$ cat config.mk
export PLATFORM = sky130hd
export DESIGN_NAME = frame_strobe_pulse
export DESIGN_NICKNAME = d
export VERILOG_FILES = /design/src/rtl/frame_select_pkg.sv /design/src/rtl/strobe_hold_timer.sv /design/src/rtl/frame_strobe_pulse.sv
export SDC_FILE = /design/constraint.sdc
export NUM_CORES = 1
export LEC_CHECK = 0
export ABC_AREA = 1
export CELL_PAD_IN_SITES_DETAIL_PLACEMENT = 1
export CELL_PAD_IN_SITES_GLOBAL_PLACEMENT = 1
export CORE_ASPECT_RATIO = 2
export CORE_MARGIN = 3
export CORE_UTILIZATION = 35
export CTS_BUF_LIST = sky130_fd_sc_hd__clkbuf_16
export CTS_CLUSTER_DIAMETER = 200
export CTS_CLUSTER_SIZE = 28
export DETAILED_ROUTE_END_ITERATION = 12
export PLACE_DENSITY = 0.84
export SLEW_MARGIN = 40
export SYNTH_ARGS = -nofsm -noshare
export SYNTH_HDL_FRONTEND = slang
export SYNTH_HIERARCHICAL = 1
export SYNTH_SLANG_ARGS = --single-unit
export TNS_END_PERCENT = 5
$ cat constraint.sdc
create_clock -name CLK -period 3.4 [get_ports CLK]
set_input_delay 0.51 -clock CLK [delete_from_list [all_inputs] [get_ports CLK]]
set_output_delay 0.51 -clock CLK [all_outputs]
set_load 0.02 [all_outputs]
$ cat src/rtl/frame_select_pkg.sv
// Shared definitions for the column frame-strobe logic: FSM state encodings
// and the default "all columns" select value.
package frame_select_pkg;

  typedef enum logic [1:0] {
    ST_IDLE = 2'd0,
    ST_HOLD = 2'd1,
    ST_GAP  = 2'd2
  } state_e;

  // The broadcast select defaults to the all-ones value of the select bus.
  function automatic int default_broadcast_sel(input int sel_width);
    return (1 << sel_width) - 1;
  endfunction

endpackage

$ cat src/rtl/strobe_hold_timer.sv
// Loadable down-counter with a zero flag; stops at zero rather than wrapping.
module strobe_hold_timer #(
  parameter int Width = 1
) (
  input  logic             clk,
  input  logic             rst_n,
  input  logic             load_en,
  input  logic [Width-1:0] load_val,
  input  logic             dec_en,
  output logic [Width-1:0] count,
  output logic             zero
);

  logic [Width-1:0] count_d;
  logic [Width-1:0] count_q;

  // Load has priority over decrement; decrement never goes below zero.
  always_comb begin
    count_d = count_q;
    if (load_en) begin
      count_d = load_val;
    end else if (dec_en && (count_q != '0)) begin
      count_d = count_q - Width'(1);
    end
  end

  // Counter register.
  always_ff @(posedge clk or negedge rst_n) begin
    if (!rst_n) begin
      count_q <= '0;
    end else begin
      count_q <= count_d;
    end
  end

  assign count = count_q;
  assign zero  = (count_q == '0);

endmodule

$ cat src/rtl/frame_strobe_pulse.sv
// Per-column frame-strobe pulse generator: decodes the column (or broadcast)
// select, latches the strobe vector, holds it for PulseCycles cycles, then
// forces a one-cycle zero gap. Reports busy, sticky overrun and a saturating
// accepted-frame count. All outputs come straight from flops.
module frame_strobe_pulse
  import frame_select_pkg::*;
#(
  parameter int MaxFramesPerCol  = 20,
  parameter int FrameSelectWidth = 7,
  parameter int Col              = 18,
  parameter int PulseCycles      = 1,
  parameter int BroadcastEn      = 1,
  parameter int BroadcastSel     = default_broadcast_sel(FrameSelectWidth),
  parameter int CountWidth       = 16
) (
  input  logic                        CLK,
  input  logic                        resetn,
  input  logic [MaxFramesPerCol-1:0]  FrameStrobe_I,
  input  logic [FrameSelectWidth-1:0] FrameSelect,
  input  logic                        FrameStrobe,
  input  logic                        Clear,
  output logic [MaxFramesPerCol-1:0]  FrameStrobe_O,
  output logic                        Busy,
  output logic                        Overrun,
  output logic [CountWidth-1:0]       FrameCount
);

  localparam int HoldWidth = (PulseCycles > 1) ? $clog2(PulseCycles) : 1;
  localparam logic [HoldWidth-1:0]        HoldLoad = HoldWidth'(PulseCycles - 1);
  localparam logic [FrameSelectWidth-1:0] ColSel   = FrameSelectWidth'(Col);
  localparam logic [FrameSelectWidth-1:0] BcastSel = FrameSelectWidth'(BroadcastSel);
  localparam logic                        BcastOn  = (BroadcastEn != 0);

  // Reject configurations that cannot work: a zero-length pulse, or a column
  // index that collides with the broadcast value.
  if (PulseCycles < 1) begin : g_bad_pulse
    $fatal(1, "frame_strobe_pulse: PulseCycles must be at least 1");
  end
  if (Col == BroadcastSel) begin : g_bad_col
    $fatal(1, "frame_strobe_pulse: Col must differ from BroadcastSel");
  end

  state_e                     state_d, state_q;
  logic [MaxFramesPerCol-1:0] strobe_d, strobe_q;
  logic                       busy_d, busy_q;
  logic                       overrun_d, overrun_q;
  logic [CountWidth-1:0]      count_d, count_q;

  logic                       match;
  logic                       has_vec;
  logic                       accept;
  logic                       drop;
  logic                       timer_load;
  logic                       timer_dec;
  logic                       timer_zero;
  logic [HoldWidth-1:0]       timer_count;

  // Request decode. The GAP cycle is the last cycle of the previous pulse, so
  // a request sampled there starts the next pulse straight away; the output
  // is still zero for that whole GAP cycle, which keeps the guard gap intact.
  always_comb begin
    match   = FrameStrobe &&
              ((FrameSelect == ColSel) || (BcastOn && (FrameSelect == BcastSel)));
    has_vec = |FrameStrobe_I;
    accept  = match && has_vec && ((state_q == ST_IDLE) || (state_q == ST_GAP));
    drop    = match && has_vec && (state_q == ST_HOLD);
  end

  // Next-state logic for the pulse FSM and its registered outputs.
  always_comb begin
    state_d    = state_q;
    strobe_d   = strobe_q;
    timer_load = 1'b0;
    timer_dec  = 1'b0;
    case (state_q)
      ST_IDLE, ST_GAP: begin
        if (accept) begin
          strobe_d   = FrameStrobe_I;
          state_d    = ST_HOLD;
          timer_load = 1'b1;
        end else begin
          strobe_d = '0;
          state_d  = ST_IDLE;
        end
      end
      ST_HOLD: begin
        if (timer_zero) begin
          strobe_d = '0;
          state_d  = ST_GAP;
        end else begin
          timer_dec = 1'b1;
        end
      end
      default: begin
        strobe_d = '0;
        state_d  = ST_IDLE;
      end
    endcase
    busy_d = (state_d != ST_IDLE);
  end

  // Status: Clear wins over both the counter increment and an overrun set.
  always_comb begin
    overrun_d = overrun_q;
    count_d   = count_q;
    if (Clear) begin
      overrun_d = 1'b0;
      count_d   = '0;
    end else begin
      overrun_d = overrun_q | drop;
      if (accept && (count_q != '1)) begin
        count_d = count_q + CountWidth'(1);
      end
    end
  end

  // All state and output registers.
  always_ff @(posedge CLK or negedge resetn) begin
    if (!resetn) begin
      state_q   <= ST_IDLE;
      strobe_q  <= '0;
      busy_q    <= 1'b0;
      overrun_q <= 1'b0;
      count_q   <= '0;
    end else begin
      state_q   <= state_d;
      strobe_q  <= strobe_d;
      busy_q    <= busy_d;
      overrun_q <= overrun_d;
      count_q   <= count_d;
    end
  end

  strobe_hold_timer #(
    .Width(HoldWidth)
  ) u_hold_timer (
    .clk     (CLK),
    .rst_n   (resetn),
    .load_en (timer_load),
    .load_val(HoldLoad),
    .dec_en  (timer_dec),
    .count   (timer_count),
    .zero    (timer_zero)
  );

  assign FrameStrobe_O = strobe_q;
  assign Busy          = busy_q;
  assign Overrun       = overrun_q;
  assign FrameCount    = count_q;

endmodule

# [Word level (Yosys, flattened, before mapping)]
# Index checks and enable logic that the tools add are counted.
[totals] rom_bits=0 output_inout_bits=38 ff_bits=41 word_cells=44 n_memories=0 in_bits=31 latchBits=0 mem_bits_rw=0
[classes] n_eq_ne=6 n_mul=0 reduce_logical=14 n_mux=15 addsub=2 div_mod_pow=0 n_bitwise=1 shift=0 order_cmp=0
[op_table] cell="two-way mux 20 bit" count=2
[op_table] cell="one-hot mux 20 bit (2 select lines)" count=1
[op_table] cell="two-way mux 16 bit" count=2
[op_table] cell="OR reduction 20 bit" count=1
[op_table] cell="adder 16 x 1 -> 16 bit (second input constant)" count=1
[op_table] cell="!= test 16 bit (second input constant)" count=1
[op_table] cell="two-way mux 1 bit" count=8
[op_table] cell="== test 7 x 5 -> 1 bit (second input constant)" count=1
[op_table] cell="== test 7 bit (second input constant)" count=1
[op_table] cell="logical AND 1 bit" count=6
[op_table] cell="nonzero test 2 bit" count=3
[op_table] cell="one-hot mux 2 bit (2 select lines)" count=1
[op_table] cell="== test 2 x 1 -> 1 bit (second input constant)" count=1
[op_table] cell="== test 2 bit (second input constant)" count=1
[op_table] cell="logical NOT 2 bit" count=1
[op_table] cell="logical OR 1 bit" count=2
[op_table] cell="two-way mux 2 bit" count=1
[op_table] cell="!= test 2 bit (second input constant)" count=1
[op_table] cell="OR reduction 2 bit" count=1
[op_table] cell="bitwise OR 1 bit" count=1
[op_table] cell="subtractor 1 bit (second input constant)" count=1

# [Logic depth before layout (Yosys ltp)]
[depth] word_depth=8 ltp_mapped=10 ltp_nobuf=9

# [Cells and area by module]
# The synthesis kept the hierarchy.
[by_module_without_submodules] mod="frame_strobe_pulse" instances=1 area_each_um2=2114.5 cells_per_inst=269 seq_area_each_um2=1001.0
[by_module_without_submodules] mod="strobe_hold_timer" instances=1 area_each_um2=48.8 cells_per_inst=7 seq_area_each_um2=25.0

# [Worst setup path before layout]
# No wires, ideal clock.
[synth_timing] path_type="register -> register" start="register count_q[0], in the netlist FrameCount[0]" end="register count_q[13], in the netlist FrameCount[13]" n_path_buf=1 required_time_ns=3.282 setup_ns=0.118 path_stages_with_launch=10 setup_slack_ns=1.701 arrival_time_ns=1.581 period_less_slack_ns=1.699 path_cell_list="dfrtp_1 ha_1 nand2_1 nor2_2 nand3_2 nor3_4 nor2_4 buf_6 nand2_1 nand2_1"
[synth_between] elab_chain_cells=3 elab_cells_between_ends=6 classes_between="add/sub: 1; eq/ne: 1; mux: 2; reduce/logical: 2"
[synth_rtl] item="from (decl)" line_no="frame_strobe_pulse.sv:47" text="logic [CountWidth-1:0] count_d, count_q;"
[synth_rtl] item="from (signal assigned)" line_no="frame_strobe_pulse.sv:130" text="count_q <= count_d;"
[synth_rtl] item="adder 16 x 1 -> 16 bit or != test 16 bit (tied branches)" line_no="frame_strobe_pulse.sv:112, frame_strobe_pulse.sv:111"
[synth_rtl] item="two-way mux 16 bit or logical AND 1 bit (tied branches)" line_no="frame_strobe_pulse.sv:111" text="if (accept && (count_q != '1)) begin"
[synth_rtl] item="two-way mux 16 bit or nonzero test 2 bit (tied branches)"
# Several ways; a longest one is shown, not always the timed one. The select of a mux whose other input is x is not followed.
# A chain may end at the register's enable or synchronous reset.

# [Worst setup path after layout]
[layout_timing] start="input FrameSelect[3]" end="register count_q[12], in the netlist FrameCount[12]"
[layout_between] elab_chain_cells=7 elab_cells_between_ends=8 classes_between="eq/ne: 2; reduce/logical: 6"
[layout_rtl] item="from (decl)" line_no="frame_strobe_pulse.sv:19" text="input logic [FrameSelectWidth-1:0] FrameSelect,"
[layout_rtl] item="== test 7 x 5 -> 1 bit or == test 7 bit (tied branches)" line_no="frame_strobe_pulse.sv:63" text="((FrameSelect == ColSel) || (BcastOn && (FrameSelect == BcastSel)));"
[layout_rtl] item="logical OR 1 bit (*)" line_no="frame_strobe_pulse.sv:63"
[layout_rtl] item="logical AND 1 bit (*)" line_no="frame_strobe_pulse.sv:62" text="match = FrameStrobe &&"
[layout_rtl] item="logical AND 1 bit (*) (2 in a row)" line_no="frame_strobe_pulse.sv:65" text="accept = match && has_vec && ((state_q == ST_IDLE) || (state_q == ST_GAP));"
[layout_rtl] item="logical AND 1 bit (*)" line_no="frame_strobe_pulse.sv:111"
[layout_rtl] item="nonzero test 2 bit (no line) (*)"
# Mark *: on every way between the ends. The rest lies on a longest branch, timed or not.

==> qor.yml <==
outcome:
  run_status: "complete, no violations"
synthesis:
  synth_fp_nets: 308
  synth-compound-area-share: 0.0220
  synth_top_area_frac: 0.474
  ys_seq_elements: 41
  synth_area_leaders: "dfrtp_1, nand2_1, nand3_1"
  synth_top_family_by_area: "simple AND/OR/NAND/NOR gates"
  synthCells: 276
  yosys_warnings: 6
  synth_xor_area_frac: 0.0526
  synth-adder-area-share: 0.00578
  synthSimpleGateAreaFrac: 0.383
  synthMuxAreaShare: 0
  synth_cell_type_count: 25
  synth_top_cell_by_area: "dfrtp_1"
  yosysSeqAreaShare: 0.474
  netlist_area_sq_mm: 0.00216
  syn_area_per_cell_sq_um: 7.84
power_and_ir_drop:
  ir_worst_vdd_uv: 231
  leakage_nw: 1.50
  power_density_mw_per_mm2: 346
drt:
  drc: 0
  totalWireLength_mm: 6.10
  viasPerCell: 5.04
  drt_pass1_iterations: 4
  routedWlPerCell_um: 15.0
  via_count: 2046
  drtIter0Drc: 44
  drtAntennaViolNets: 0
setup_path:
  critPathRequiredTime_ns: 3.62
  crit_type: "in2reg"
  critPathSlowestCell: "clkdlybuf4s50_1"
  crit_buf_inv: 1
  end_kind: "flip-flop"
  reg2reg_slack_ns: 1.58
  arrival_ns: 2.20
  cp_cell_sequence: "clkdlybuf4s50_1 > nand2_1 > o21ai_1 > nand2_1 > nor2_4 > nand3_4 > nor2_4 > nand2_1 > nand2_1"
  cp_common_cell: "nand2_1"
  critical-path-top-delay-family: "simple AND/OR/NAND/NOR gates"
  cp_max_fo: 16
  startpoint_type: "primary input"
  critPathMaxStageDelay_ns: 0.48
min_path:
  hp-class: "in2async"
floorplanning:
  num_rows: 39
  dieArea_sq_mm: 0.00722
  die_x_um: 61.6
  fp.dieH_um: 117
  fp.coreArea_sq_mm: 0.00586
  io_pins: 69
  start_util: 0.369
place:
  dp.cells: 398
  placed_area_sq_mm: 0.00288
  portBuffers: 68
  globalplace.congestion: 0.857
  dp.final_hpwl_mm: 4.66
global_routing:
  grt_max_degree: 42
  grt_pass1_vias: 2214
  grt_first_pass_wirelength_mm: 10.1
  grt.total_usage: 0.186
  antenna_found_initial: 0
  grt-ovfl-total: 0
timing:
  hold_viol: 0
  period_minus_slack_ns: 1.99
  finClkSkew_ns: 0.00429
  min_period_over_period: 0.584
  final_max_slew_viol_count: 0
  relSlewSlack: 0.618
  setup_violations: 0
  worst_slew_pin_slew_ns: 0.572
  rsz0062_at_grt: "false"
  finalSetupTns_ns: 0
  timing.fmax_mhz: 503
layout:
  insertedDiodeCount: 0
  final_area_sq_mm: 0.00302
  final_cell_count_no_fill: 406
  area_growth_syn_to_layout_pct: 39.6
  fin_util: 0.516
  nNetsFinal: 376
  final_common_cell: "nand2_1"
  drive_above_1_share: 0.0754
  most-common-layout-cells: "nand2_1, clkdlybuf4s50_1, dfrtp_1"
clocking:
  hold_buffers: 0
  cts_resized: 0
  clk_pin_slew_worst_paths_ns: 0.06
  cts_made_buffers: 5
  cts-root-buf: "clkbuf_16"
  clkSinkCount: 41
  clock_latency_ns: 0.28
  clockBufferDepth: 2
  cts-htree-levels: 2
  cts_tree: "done"
  post_cts.repair.setup_buffers: 0
job:
  drv_cap: 0
==> per-layer routing <==
layer	share of wire	vias to the layer above	track usage
li1	-	997	-
met5	0	-	0
met1	0.37	998	0.198
met3	0.029	6	0.0285
met4	0.012	0	0.0425
met2	0.59	45	0.363
==> synth_stat cells (all sizes together) <==
cell type,instances
conb,1
nand3,40
nand2,101
nand4,2
dfrtp,41
ha,1
buf,4
o21ai,6
nor3,1
inv,23
a21oi,2
xor2,13
nor2,35
clkbuf,4
and3,1
a21o,1
==> cells by family after synthesis <==
| logic type | Yosys count |
|---|---|
| xor gates and xnor gates | 13 |
| buffers and inverters | 31 |
| DFF | 41 |
| adders and majority gates | 1 |
| AOI/OAI and AO/OA | 9 |
| other | 1 |
| and+or+nand+nor | 180 |
==> area by class of cell <==
cell class | count | area [sq um]
fill | 710 | 2840
sequential | 41 | 1030
multi-input combinational | 204 | 1010
timing repair buffer | 69 | 686
clock buffer | 5 | 125
inverter | 23 | 86.3
tap | 61 | 76.3
clock inverter | 3 | 12.5
==> worst paths after layout <==
check | to | startpoint | cells past startpoint
max | FrameCount[12]$_DFFE_PN0P_ | FrameSelect[3] | 9
min | FrameStrobe_O[11]$_DFFE_PN0N_ | resetn | 1
max reg2reg | FrameCount[10]$_DFFE_PN0P_ | FrameCount[0]$_DFFE_PN0P_ | 7
min reg2reg | FrameStrobe_O[15]$_DFFE_PN0N_ | FrameStrobe_O[15]$_DFFE_PN0N_ | 2
max in group asynchronous | FrameCount[13]$_DFFE_PN0P_ | resetn | 1
min in group CLK | FrameStrobe_O[15]$_DFFE_PN0N_ | FrameStrobe_O[15]$_DFFE_PN0N_ | 2
==> power by group <==
part / switching (mW) / total [mW] / internal [mW]
Combinational: 0.0503 / 0.0951 / 0.0448
Sequential: 0.00400 / 0.499 / 0.495
Clock: 0.184 / 0.450 / 0.265
==> registers in the layout, indices dropped and copies added, names as in the netlist <==
register / cells
Busy: 1
FrameCount: 16
FrameStrobe_O: 20
Overrun: 1
state_q: 2
u_hold_timer/count: 1
==> metrics by stage <==
stage | total power, mW | worst slack, ns | hold WS [ns]
after floorplan | 0.541 | 1.70 | 0.214
after global placement | 0.602 | 1.17 | 0.464
after detailed placement | 0.606 | 1.13 | 0.468
after CTS | 1.06 | 1.39 | 0.232
after global routing | 1.09 | 1.25 | 0.253
final | 1.04 | 1.41 | 0.208
Note: power is estimated with default switching activity, not from simulation.
